<file path="src/rtl/bp_stat_pkg.sv">
// Shared types and constants for the branch-predictor measurement controller.
// Holds the FSM encoding, read-select codes, status bit positions and halt marker.
package bp_stat_pkg;

    typedef enum logic [1:0] {
        ST_IDLE  = 2'd0,
        ST_RUN   = 2'd1,
        ST_DRAIN = 2'd2,
        ST_DONE  = 2'd3
    } state_e;

    localparam logic [1:0] SEL_CYC    = 2'd0;
    localparam logic [1:0] SEL_BR     = 2'd1;
    localparam logic [1:0] SEL_MISS   = 2'd2;
    localparam logic [1:0] SEL_STATUS = 2'd3;

    localparam int STAT_CYC_OVF  = 2;
    localparam int STAT_BR_OVF   = 3;
    localparam int STAT_MISS_OVF = 4;

    localparam logic [31:0] HALT_INSN_DEF = 32'h0000_006F;

endpackage

</file>
<file path="src/rtl/bp_sat_cnt.sv">
// Saturating up-counter with sticky overflow.
// A clear restarts the count; an event coincident with the clear counts as the first.
module bp_sat_cnt #(
    parameter int W = 32
) (
    input  logic         clk_i,
    input  logic         rst_ni,
    input  logic         clr_i,
    input  logic         en_i,
    output logic [W-1:0] cnt_o,
    output logic         ovf_o
);

    logic [W-1:0] cnt_q;
    logic         ovf_q;

    always_ff @(posedge clk_i or negedge rst_ni) begin
        if (!rst_ni) begin
            cnt_q <= '0;
            ovf_q <= 1'b0;
        end else if (clr_i) begin
            cnt_q <= {{(W-1){1'b0}}, en_i};
            ovf_q <= 1'b0;
        end else if (en_i) begin
            if (&cnt_q) ovf_q <= 1'b1;
            else        cnt_q <= cnt_q + 1'b1;
        end
    end

    assign cnt_o = cnt_q;
    assign ovf_o = ovf_q;

endmodule

</file>
<file path="src/rtl/bp_stat_ctrl.sv">
// Branch-predictor measurement run controller with registered statistics read port.
// Optional per-window miss reporting is compiled in with BP_STAT_WINDOW_EN.
module bp_stat_ctrl
    import bp_stat_pkg::*;
#(
    parameter logic [31:0] HALT_INSN    = HALT_INSN_DEF,
    parameter int          HALT_HOLD    = 4,
    parameter int          DRAIN_CYCLES = 3,
    parameter int          WINDOW       = 256
) (
    input  logic        clk_i,
    input  logic        rst_ni,
    input  logic        start_i,
    input  logic        clear_i,
    input  logic        br_instr_i,
    input  logic        br_miss_i,
    input  logic [31:0] instr_i,
    input  logic [1:0]  rd_sel_i,
    output logic [31:0] rd_data_o,
    output logic        busy_o,
    output logic        done_o,
    output logic        win_valid_o,
    output logic [15:0] win_miss_o
);

    if (HALT_HOLD < 2 || HALT_HOLD > 15) begin : g_bad_hold
        $error("HALT_HOLD must be 2..15");
    end
    if (DRAIN_CYCLES < 1 || DRAIN_CYCLES > 15) begin : g_bad_drain
        $error("DRAIN_CYCLES must be 1..15");
    end
    if (WINDOW < 2 || (WINDOW & (WINDOW - 1)) != 0) begin : g_bad_win
        $error("WINDOW must be a power of two");
    end

    state_e      state_q, state_d;
    logic [3:0]  match_q, match_d;
    logic [3:0]  drain_q, drain_d;
    logic        busy, start_run, cnt_clr;
    logic        insn_hit, halt_hit;
    logic [31:0] cyc_cnt, br_cnt, miss_cnt;
    logic        cyc_ovf, br_ovf, miss_ovf;
    logic [31:0] status, rd_d, rd_q;

    assign busy      = (state_q == ST_RUN) | (state_q == ST_DRAIN);
    assign start_run = start_i & ~clear_i &
                       ((state_q == ST_IDLE) | (state_q == ST_DONE));
    assign cnt_clr   = clear_i | start_run;
    assign insn_hit  = (instr_i == HALT_INSN);
    assign halt_hit  = (state_q == ST_RUN) & insn_hit &
                       (match_q == 4'(HALT_HOLD - 1));

    always_comb begin
        state_d = state_q;
        match_d = 4'd0;
        drain_d = drain_q;
        unique case (state_q)
            ST_IDLE: if (start_i) state_d = ST_RUN;
            ST_RUN: begin
                if (insn_hit) match_d = match_q + 4'd1;
                if (halt_hit) begin
                    state_d = ST_DRAIN;
                    drain_d = 4'(DRAIN_CYCLES);
                end
            end
            ST_DRAIN: begin
                drain_d = drain_q - 4'd1;
                if (drain_q == 4'd1) state_d = ST_DONE;
            end
            ST_DONE: if (start_i) state_d = ST_RUN;
            default: state_d = ST_IDLE;
        endcase
        if (clear_i) begin
            state_d = ST_IDLE;
            match_d = 4'd0;
            drain_d = 4'd0;
        end
    end

    always_ff @(posedge clk_i or negedge rst_ni) begin
        if (!rst_ni) begin
            state_q <= ST_IDLE;
            match_q <= 4'd0;
            drain_q <= 4'd0;
        end else begin
            state_q <= state_d;
            match_q <= match_d;
            drain_q <= drain_d;
        end
    end

    bp_sat_cnt #(.W(32)) u_cyc_cnt (
        .clk_i  (clk_i),
        .rst_ni (rst_ni),
        .clr_i  (cnt_clr),
        .en_i   (busy & ~clear_i),
        .cnt_o  (cyc_cnt),
        .ovf_o  (cyc_ovf)
    );

    bp_sat_cnt #(.W(32)) u_br_cnt (
        .clk_i  (clk_i),
        .rst_ni (rst_ni),
        .clr_i  (cnt_clr),
        .en_i   (busy & ~clear_i & br_instr_i),
        .cnt_o  (br_cnt),
        .ovf_o  (br_ovf)
    );

    bp_sat_cnt #(.W(32)) u_miss_cnt (
        .clk_i  (clk_i),
        .rst_ni (rst_ni),
        .clr_i  (cnt_clr),
        .en_i   (busy & ~clear_i & br_instr_i & br_miss_i),
        .cnt_o  (miss_cnt),
        .ovf_o  (miss_ovf)
    );

    always_comb begin
        status                = '0;
        status[1:0]           = state_q;
        status[STAT_CYC_OVF]  = cyc_ovf;
        status[STAT_BR_OVF]   = br_ovf;
        status[STAT_MISS_OVF] = miss_ovf;
    end

    always_comb begin
        rd_d = '0;
        unique case (rd_sel_i)
            SEL_CYC:    rd_d = cyc_cnt;
            SEL_BR:     rd_d = br_cnt;
            SEL_MISS:   rd_d = miss_cnt;
            SEL_STATUS: rd_d = status;
            default:    rd_d = '0;
        endcase
    end

    always_ff @(posedge clk_i or negedge rst_ni) begin
        if (!rst_ni) rd_q <= '0;
        else         rd_q <= rd_d;
    end

    assign rd_data_o = rd_q;
    assign busy_o    = busy;
    assign done_o    = (state_q == ST_DONE);

`ifdef BP_STAT_WINDOW_EN
    localparam int WW = $clog2(WINDOW);

    logic [WW-1:0] win_q;
    logic          win_end, win_ev, win_ovf;
    logic [15:0]   win_cnt, win_last, win_miss_q;
    logic          win_valid_q;

    assign win_end = busy & (win_q == WW'(WINDOW - 1));
    assign win_ev  = busy & ~clear_i & br_instr_i & br_miss_i;

    // The closing cycle's miss is folded into the reported value.
    assign win_last = (win_ovf | (&win_cnt)) ? 16'hFFFF :
                      win_cnt + {15'd0, win_ev};

    bp_sat_cnt #(.W(16)) u_win_cnt (
        .clk_i  (clk_i),
        .rst_ni (rst_ni),
        .clr_i  (cnt_clr | win_end),
        .en_i   (win_ev & ~win_end),
        .cnt_o  (win_cnt),
        .ovf_o  (win_ovf)
    );

    always_ff @(posedge clk_i or negedge rst_ni) begin
        if (!rst_ni) begin
            win_q       <= '0;
            win_valid_q <= 1'b0;
            win_miss_q  <= '0;
        end else begin
            win_valid_q <= 1'b0;
            if (cnt_clr) begin
                win_q      <= '0;
                win_miss_q <= '0;
            end else if (busy) begin
                win_q <= win_q + 1'b1;
                if (win_end) begin
                    win_valid_q <= 1'b1;
                    win_miss_q  <= win_last;
                end
            end
        end
    end

    assign win_valid_o = win_valid_q;
    assign win_miss_o  = win_miss_q;
`else
    assign win_valid_o = 1'b0;
    assign win_miss_o  = 16'd0;
`endif

endmodule

</file>
<file path="config.mk">
export PLATFORM = sky130hd
export DESIGN_NAME = bp_stat_ctrl
export DESIGN_NICKNAME = d
export VERILOG_FILES = /design/src/rtl/bp_stat_pkg.sv /design/src/rtl/bp_sat_cnt.sv /design/src/rtl/bp_stat_ctrl.sv
export SDC_FILE = /design/constraint.sdc
export NUM_CORES = 1
export LEC_CHECK = 0
export CORE_ASPECT_RATIO = 0.8
export CORE_MARGIN = 4
export CORE_UTILIZATION = 43
export CTS_BUF_LIST = sky130_fd_sc_hd__clkbuf_2 sky130_fd_sc_hd__clkbuf_4 sky130_fd_sc_hd__clkbuf_8
export DETAILED_ROUTE_END_ITERATION = 8
export GPL_TIMING_DRIVEN = 1
export PLACE_DENSITY = 0.67
export SLEW_MARGIN = 10
export SYNTH_ARGS = -nofsm -noshare
export SYNTH_HDL_FRONTEND = slang
export SYNTH_HIERARCHICAL = 1
export SYNTH_SLANG_ARGS = --single-unit
</file>
<file path="constraint.sdc">
create_clock -name clk_i -period 2.8 [get_ports clk_i]
set_input_delay 0.28 -clock clk_i [delete_from_list [all_inputs] [get_ports clk_i]]
set_output_delay 0.28 -clock clk_i [all_outputs]
set_load 0.02 [all_outputs]
</file>
== After elaboration in Yosys (flattened, before gate mapping) ==
Index checks and enable logic that the tools add are counted.
W data, S select, Z words.

* Word-level logic and storage cells: 92
* Bits of input ports: 40
* Output and inout bits: 51
* Register bits after elaboration: 141

* Mux-type cells: 30
* Reduce and logical (&&, ||, !) cells: 21
* $add $sub $neg: 5
* Bitwise logic cells: 11
* Equality and inequality tests: 15

{| class="wikitable"
|+ Operator list
! operator !! number
|-
| $mux W32 || 9
|-
| $pmux W32 S4 || 1
|-
| $add A32 B1 Y32 const B || 3
|-
| $reduce_and A32 Y1 || 3
|-
| $eq A32 B7 Y1 const B || 1
|-
| $mux W4 || 5
|-
| $reduce_and A2 Y1 || 7
|-
| $reduce_bool A2 Y1 || 6
|-
| $mux W1 || 9
|-
| $eq A2 B2 Y1 const B || 4
|-
| $mux W2 || 4
|-
| $pmux W4 S2 || 1
|-
| $and A1 B1 Y1 || 7
|-
| $ne A2 B2 Y1 const B || 3
|-
| $pmux W2 S3 || 1
|-
| $add A4 B1 Y4 const B || 1
|-
| $eq A2 B1 Y1 const B || 2
|-
| $eq A4 B1 Y1 const B || 1
|-
| $eq A4 B2 Y1 const B || 1
|-
| $logic_not A2 Y1 || 2
|-
| $sub A4 B1 Y4 const B || 1
|-
| $ne A3 B1 Y1 const B || 1
|-
| $ne A3 B2 Y1 const B || 1
|-
| $ne A3 B3 Y1 const B || 1
|-
| other kinds (5) || 7
|}

== Depth between registers and ports, before layout ==
* Depth in word-level cells: 7
* Mapped depth: 10
* Depth with buffers taken out: 9

== Hierarchy ==
The synthesis kept the hierarchy.

{| class="wikitable"
|+ By module, submodules not included
! module !! cells an instance !! area each (µm²) !! instances !! seq. area each (µm²)
|-
| bp_sat_cnt (u_br_cnt ...) || 210 || 1968.1 || 2 || 825.8
|-
| bp_stat_ctrl || 227 || 2378.5 || 1 || 1051.0
|-
| bp_sat_cnt (u_cyc_cnt) || 208 || 1906.8 || 1 || 825.8
|}

== Worst setup path before layout ==
OpenSTA, ideal clock, no wires.

* Kind: reg-to-reg
* From: reg state_q[0]
* To: reg u_cyc_cnt.cnt_q[25] (netlist: u_cyc_cnt/cnt_o[25])
* Arrival: 2.439 ns
* Clock period less this slack: 2.517 ns
* Path buffers: 1
* Cell stages (with the launch flop): 10
* Data required time: 2.722 ns
* Library setup time: 0.078 ns
* Setup slack: 0.283 ns
* Cell sequence: dfrtp_1 -> inv_1 -> ha_1 -> nor2_1 -> buf_2 -> nand4_1 -> or2_1 -> or4_1 -> or3_1 -> a21oi_1

* Cells in the longest elaborated chain, start to end: 6
* Elaborated cells between the ends (all ways): 13
* Those cells by class: 4 x eq/ne; 1 x mux; 5 x bitwise; 3 x reduce/logical

{| class="wikitable"
|+ RTL lines
! item !! RTL line !! RTL
|-
| start, declared || bp_stat_ctrl.sv:36 || <nowiki>state_e state_q, state_d;</nowiki>
|-
| start signal, assigned || bp_stat_ctrl.sv:86 || <nowiki>state_q <= state_d;</nowiki>
|-
| $eq A2 B2 Y1 or $logic_not A2 Y1 (tied branches) || bp_stat_ctrl.sv:47 || <nowiki>((state_q == ST_IDLE) | (state_q == ST_DONE));</nowiki>
|-
| $or A1 B1 Y1 || bp_stat_ctrl.sv:47 ||
|-
| $and A1 B1 Y1 || bp_stat_ctrl.sv:46 || <nowiki>assign start_run = start_i & ~clear_i &</nowiki>
|-
| $or A1 B1 Y1 || bp_stat_ctrl.sv:48 || <nowiki>assign cnt_clr = clear_i | start_run;</nowiki>
|-
| $ne A2 B2 Y1 (no source line) or $reduce_bool A2 Y1 (tied branches) || - ||
|-
| $reduce_and A2 Y1 (no source line) || - ||
|-
| end signal, assigned || bp_sat_cnt.sv:22 || <nowiki>cnt_q <= {{(W-1){1'b0}}, en_i};</nowiki>
|-
| end signal, assigned || bp_sat_cnt.sv:26 || <nowiki>else cnt_q <= cnt_q + 1'b1;</nowiki>
|-
| end, declared || bp_sat_cnt.sv:14 || <nowiki>logic [W-1:0] cnt_q;</nowiki>
|}

Parallel ways exist; a longest one is shown, timed or not.
A chain may end at the register's enable or synchronous reset.

== Worst setup path in the final report ==
* From: reg state_q[1]
* To: reg u_cyc_cnt.cnt_q[25] (netlist: u_cyc_cnt/cnt_o[25])

The elaborated chain is that of the path after synthesis.

==> flow_summary.ini <==
[placement]
port_buffers = 73
dpl.hpwl_um = 16200
place_inst = 1173
gp_congestion = 0.904

[finish]
syn_to_final_growth_pct = 17.4
layout_commonest_cell = dfrtp_1
final_cell_mix = dfrtp_1 (141), nand2_1 (83), nor2_1 (72), clkdlybuf4s50_1 (71), a21oi_1 (44)
stdcell_count = 1207
regArea_um2 = 3530
multiInputGateArea_um2 = 4340
utilization_pct = 52.3
diodes = 0
fillers = 1661
drive_gt1_share_pct = 12.7
layout.nets = 991

[clock_tree]
root_buffer = clkbuf_8
cts_tree = built
clock_latency_ns = 0.45
clk_pin_slew_ns = 0.09
ctsResizeCount = 0
cts_buffers = 17
clock_path_buffers = 2
clock-sinks = 141
cts_max_level = 4

[timing]
post-route-period-util_pct = 96.6
drv_slew = 0
setup_viol = 0
fmax_ghz = 0.370
skew_ns = 0.0149
hold_violations = 0
rsz0062_at_grt = true
period_minus_slack_ns = 2.70
worst_pin_slew_ns = 0.737
slew_headroom_pct = 50.9

[setup_path]
worstPathCellList = ha_1 -> nor2_1 -> buf_4 -> nand4_1 -> or2_1 -> or4_1 -> or3_1 -> a21oi_1
crit_required_ns = 3.17
path_class = reg -> reg
start_kind = register
slowest_stage = or4_1
crit_arrival_ns = 3.08
path_max_fanout = 10
max_stage_delay_ns = 0.54
cp-end-kind = register

[floorplan]
start_util_pct = 44.6
rows = 44
dieArea_um2 = 21400
core_um2 = 18400
die_w_um = 163
ios = 91
die_y_um = 132

[pwr]
p_clk_share_pct = 35.2
switchingPower_w = 0.00150
power_frac_comb_pct = 20.6
p_seq_share_pct = 44.2
p_int_w = 0.00343
peakVddDrop_mv = 0.320
switching_share_pct = 30.4
p_total_w = 0.00493
power.density_nw_per_um2 = 511
p_leak_nw = 3.72

[drt]
dr.pass1.iters = 7
wl_um = 22100
drt_iter0_drc = 665
drc = 0
wl_per_cell_um = 18.3
num_vias = 7022
vias_per_cell = 5.82
ant_nets = 0

[global_routing]
grt_max_degree = 77
first_global_vias = 6710
grt_overflow = 0
grt_usage_pct = 20.9
antenna_found_initial = 0
grt_pass1_wl_um = 36300

[synth]
synthArstFlopShare_pct = 100
synth_warnings = 6
synthTopCellsByArea = dfrtp_1 (43%), mux2i_1 (3.9%), nand2_1 (3.8%), nor2_1 (3.3%), a21oi_1 (2.7%)
synth_area_um2 = 8220
seq_area_frac_synth_pct = 42.9
synth_cell_type_count = 70
synth-seq-cells = 141
avgSynthCellArea_um2 = 9.62
synth_edf_count = 0
syn_inst = 855
synth_top_area_cell = dfrtp_1
yosysTopAreaCellShare_pct = 42.9
ys.flop_type = dfrtp_1

[run_status]
status = finished, final reports clean

[run]
max-cap-violations = 0

[min_path]
hold_path.class = in -> async
[synthesized netlist by cell type (all sizes together), types with 6 or more instances]
cell      n
nor2b    10
and2     14
clkbuf   23
or4      19
nor2     72
nand2    83
a21oi    54
nor4     23
mux2     11
nor4b     6
o21ai    60
dfrtp   141
ha       10
o31ai    18
nand3    34
nand4    36
and4     12
inv      17
and3     10
nor3     16
a31oi     7
or3      35
mux2i    32
xnor2    24
buf      32
[cells by family after synthesis]
family	count (synthesis)	share of synthesized area [%]
AO/OA/AOI/OAI	166	13.3
XOR/XNOR	29	3.09
adder cells (fa/ha/maj)	10	1.52
buffers and inverters	72	5.16
flip-flops	141	42.9
multiplexers	48	6.77
other	1	0.0456
AND/OR/NAND/NOR	388	27.2
[per-layer routing]
layer	global-route usage [%]	share of wire, %
met2	31.5	45
met5	0	0
met3	4.32	6.7
met1	31.5	48
met4	3.35	0.63
[power by group through the flow]
stage | clock (W) | sequential (W) | combinational (W)
final | 0.00174 | 0.00218 | 0.00102
after global routing | 0.00188 | 0.00219 | 0.00112
after CTS | 0.00177 | 0.00218 | 0.00102
after detailed placement | 0 | 0.00221 | 0.00101
after global placement | 0 | 0.00221 | 0.00100
after floorplan | 0 | 0.00220 | 0.000658
[through the flow]
step	setup TNS (ns)	area [um^2]	setup WS [ns]	hold WS, ns
global placement	0	9220	0.246	0.359
finish	0	9650	0.0961	0.416
floorplan	0	8280	0.283	-0.0156
global route	-0.0593	9650	-0.0275	0.450
detailed placement	0	9220	0.198	0.360
CTS	0	9640	0.121	0.440
[registers in the layout, indices dropped and copies added, names as in the netlist]
register / count
u_cyc_cnt/cnt_o: 32
drain_q: 4
u_br_cnt/cnt_o: 32
u_br_cnt/ovf_o: 1
u_miss_cnt/cnt_o: 32
u_miss_cnt/ovf_o: 1
u_cyc_cnt/ovf_o: 1
rd_data_o: 32
state_q: 2
match_q: 4
[worst paths after layout]
kind | startpoint | cells after the start | slack (ns) | endpoint
setup / recovery | state_q[1] | 8 | 0.1 | u_cyc_cnt/cnt_o[25]
hold / removal | rst_ni | 2 | 0.42 | u_br_cnt/cnt_o[7]
setup reg to reg | state_q[1] | 8 | 0.1 | u_cyc_cnt/cnt_o[25]
hold reg to reg | match_q[0] | 1 | 0.47 | match_q[0]
max in group asynchronous | rst_ni | 3 | 1.52 | u_miss_cnt/cnt_o[26]
min in group clk_i | match_q[0] | 1 | 0.47 | match_q[0]
[critical path: cells and delay by family, from the launching register on]
family,cells,cell delay (ns)
AND/OR/NAND/NOR,5,1.46
flip-flops,1,0.44
adder cells (fa/ha/maj),1,0.35
buffers and inverters,1,0.21
AO/OA/AOI/OAI,1,0.17
[area by class of cell]
cell class	instances	share of cell area, %
multi-input combinational	658	45.0
clock buffer	21	2.80
timing repair buffer	106	10.3
inverter	17	0.661
tap	253	3.28
clock inverter	11	1.48
sequential	141	36.6
[what timing repair did]
| item | in CTS | in global routing |
|---|---|---|
| endpoints found under the setup margin | 0 | 4 |
| hold buffers | 1 | 0 |
| buffers inserted | 0 | 1 |
| endpoints found under the hold margin | 73 | 0 |
No activity file was read; power rests on OpenSTA's default activity.
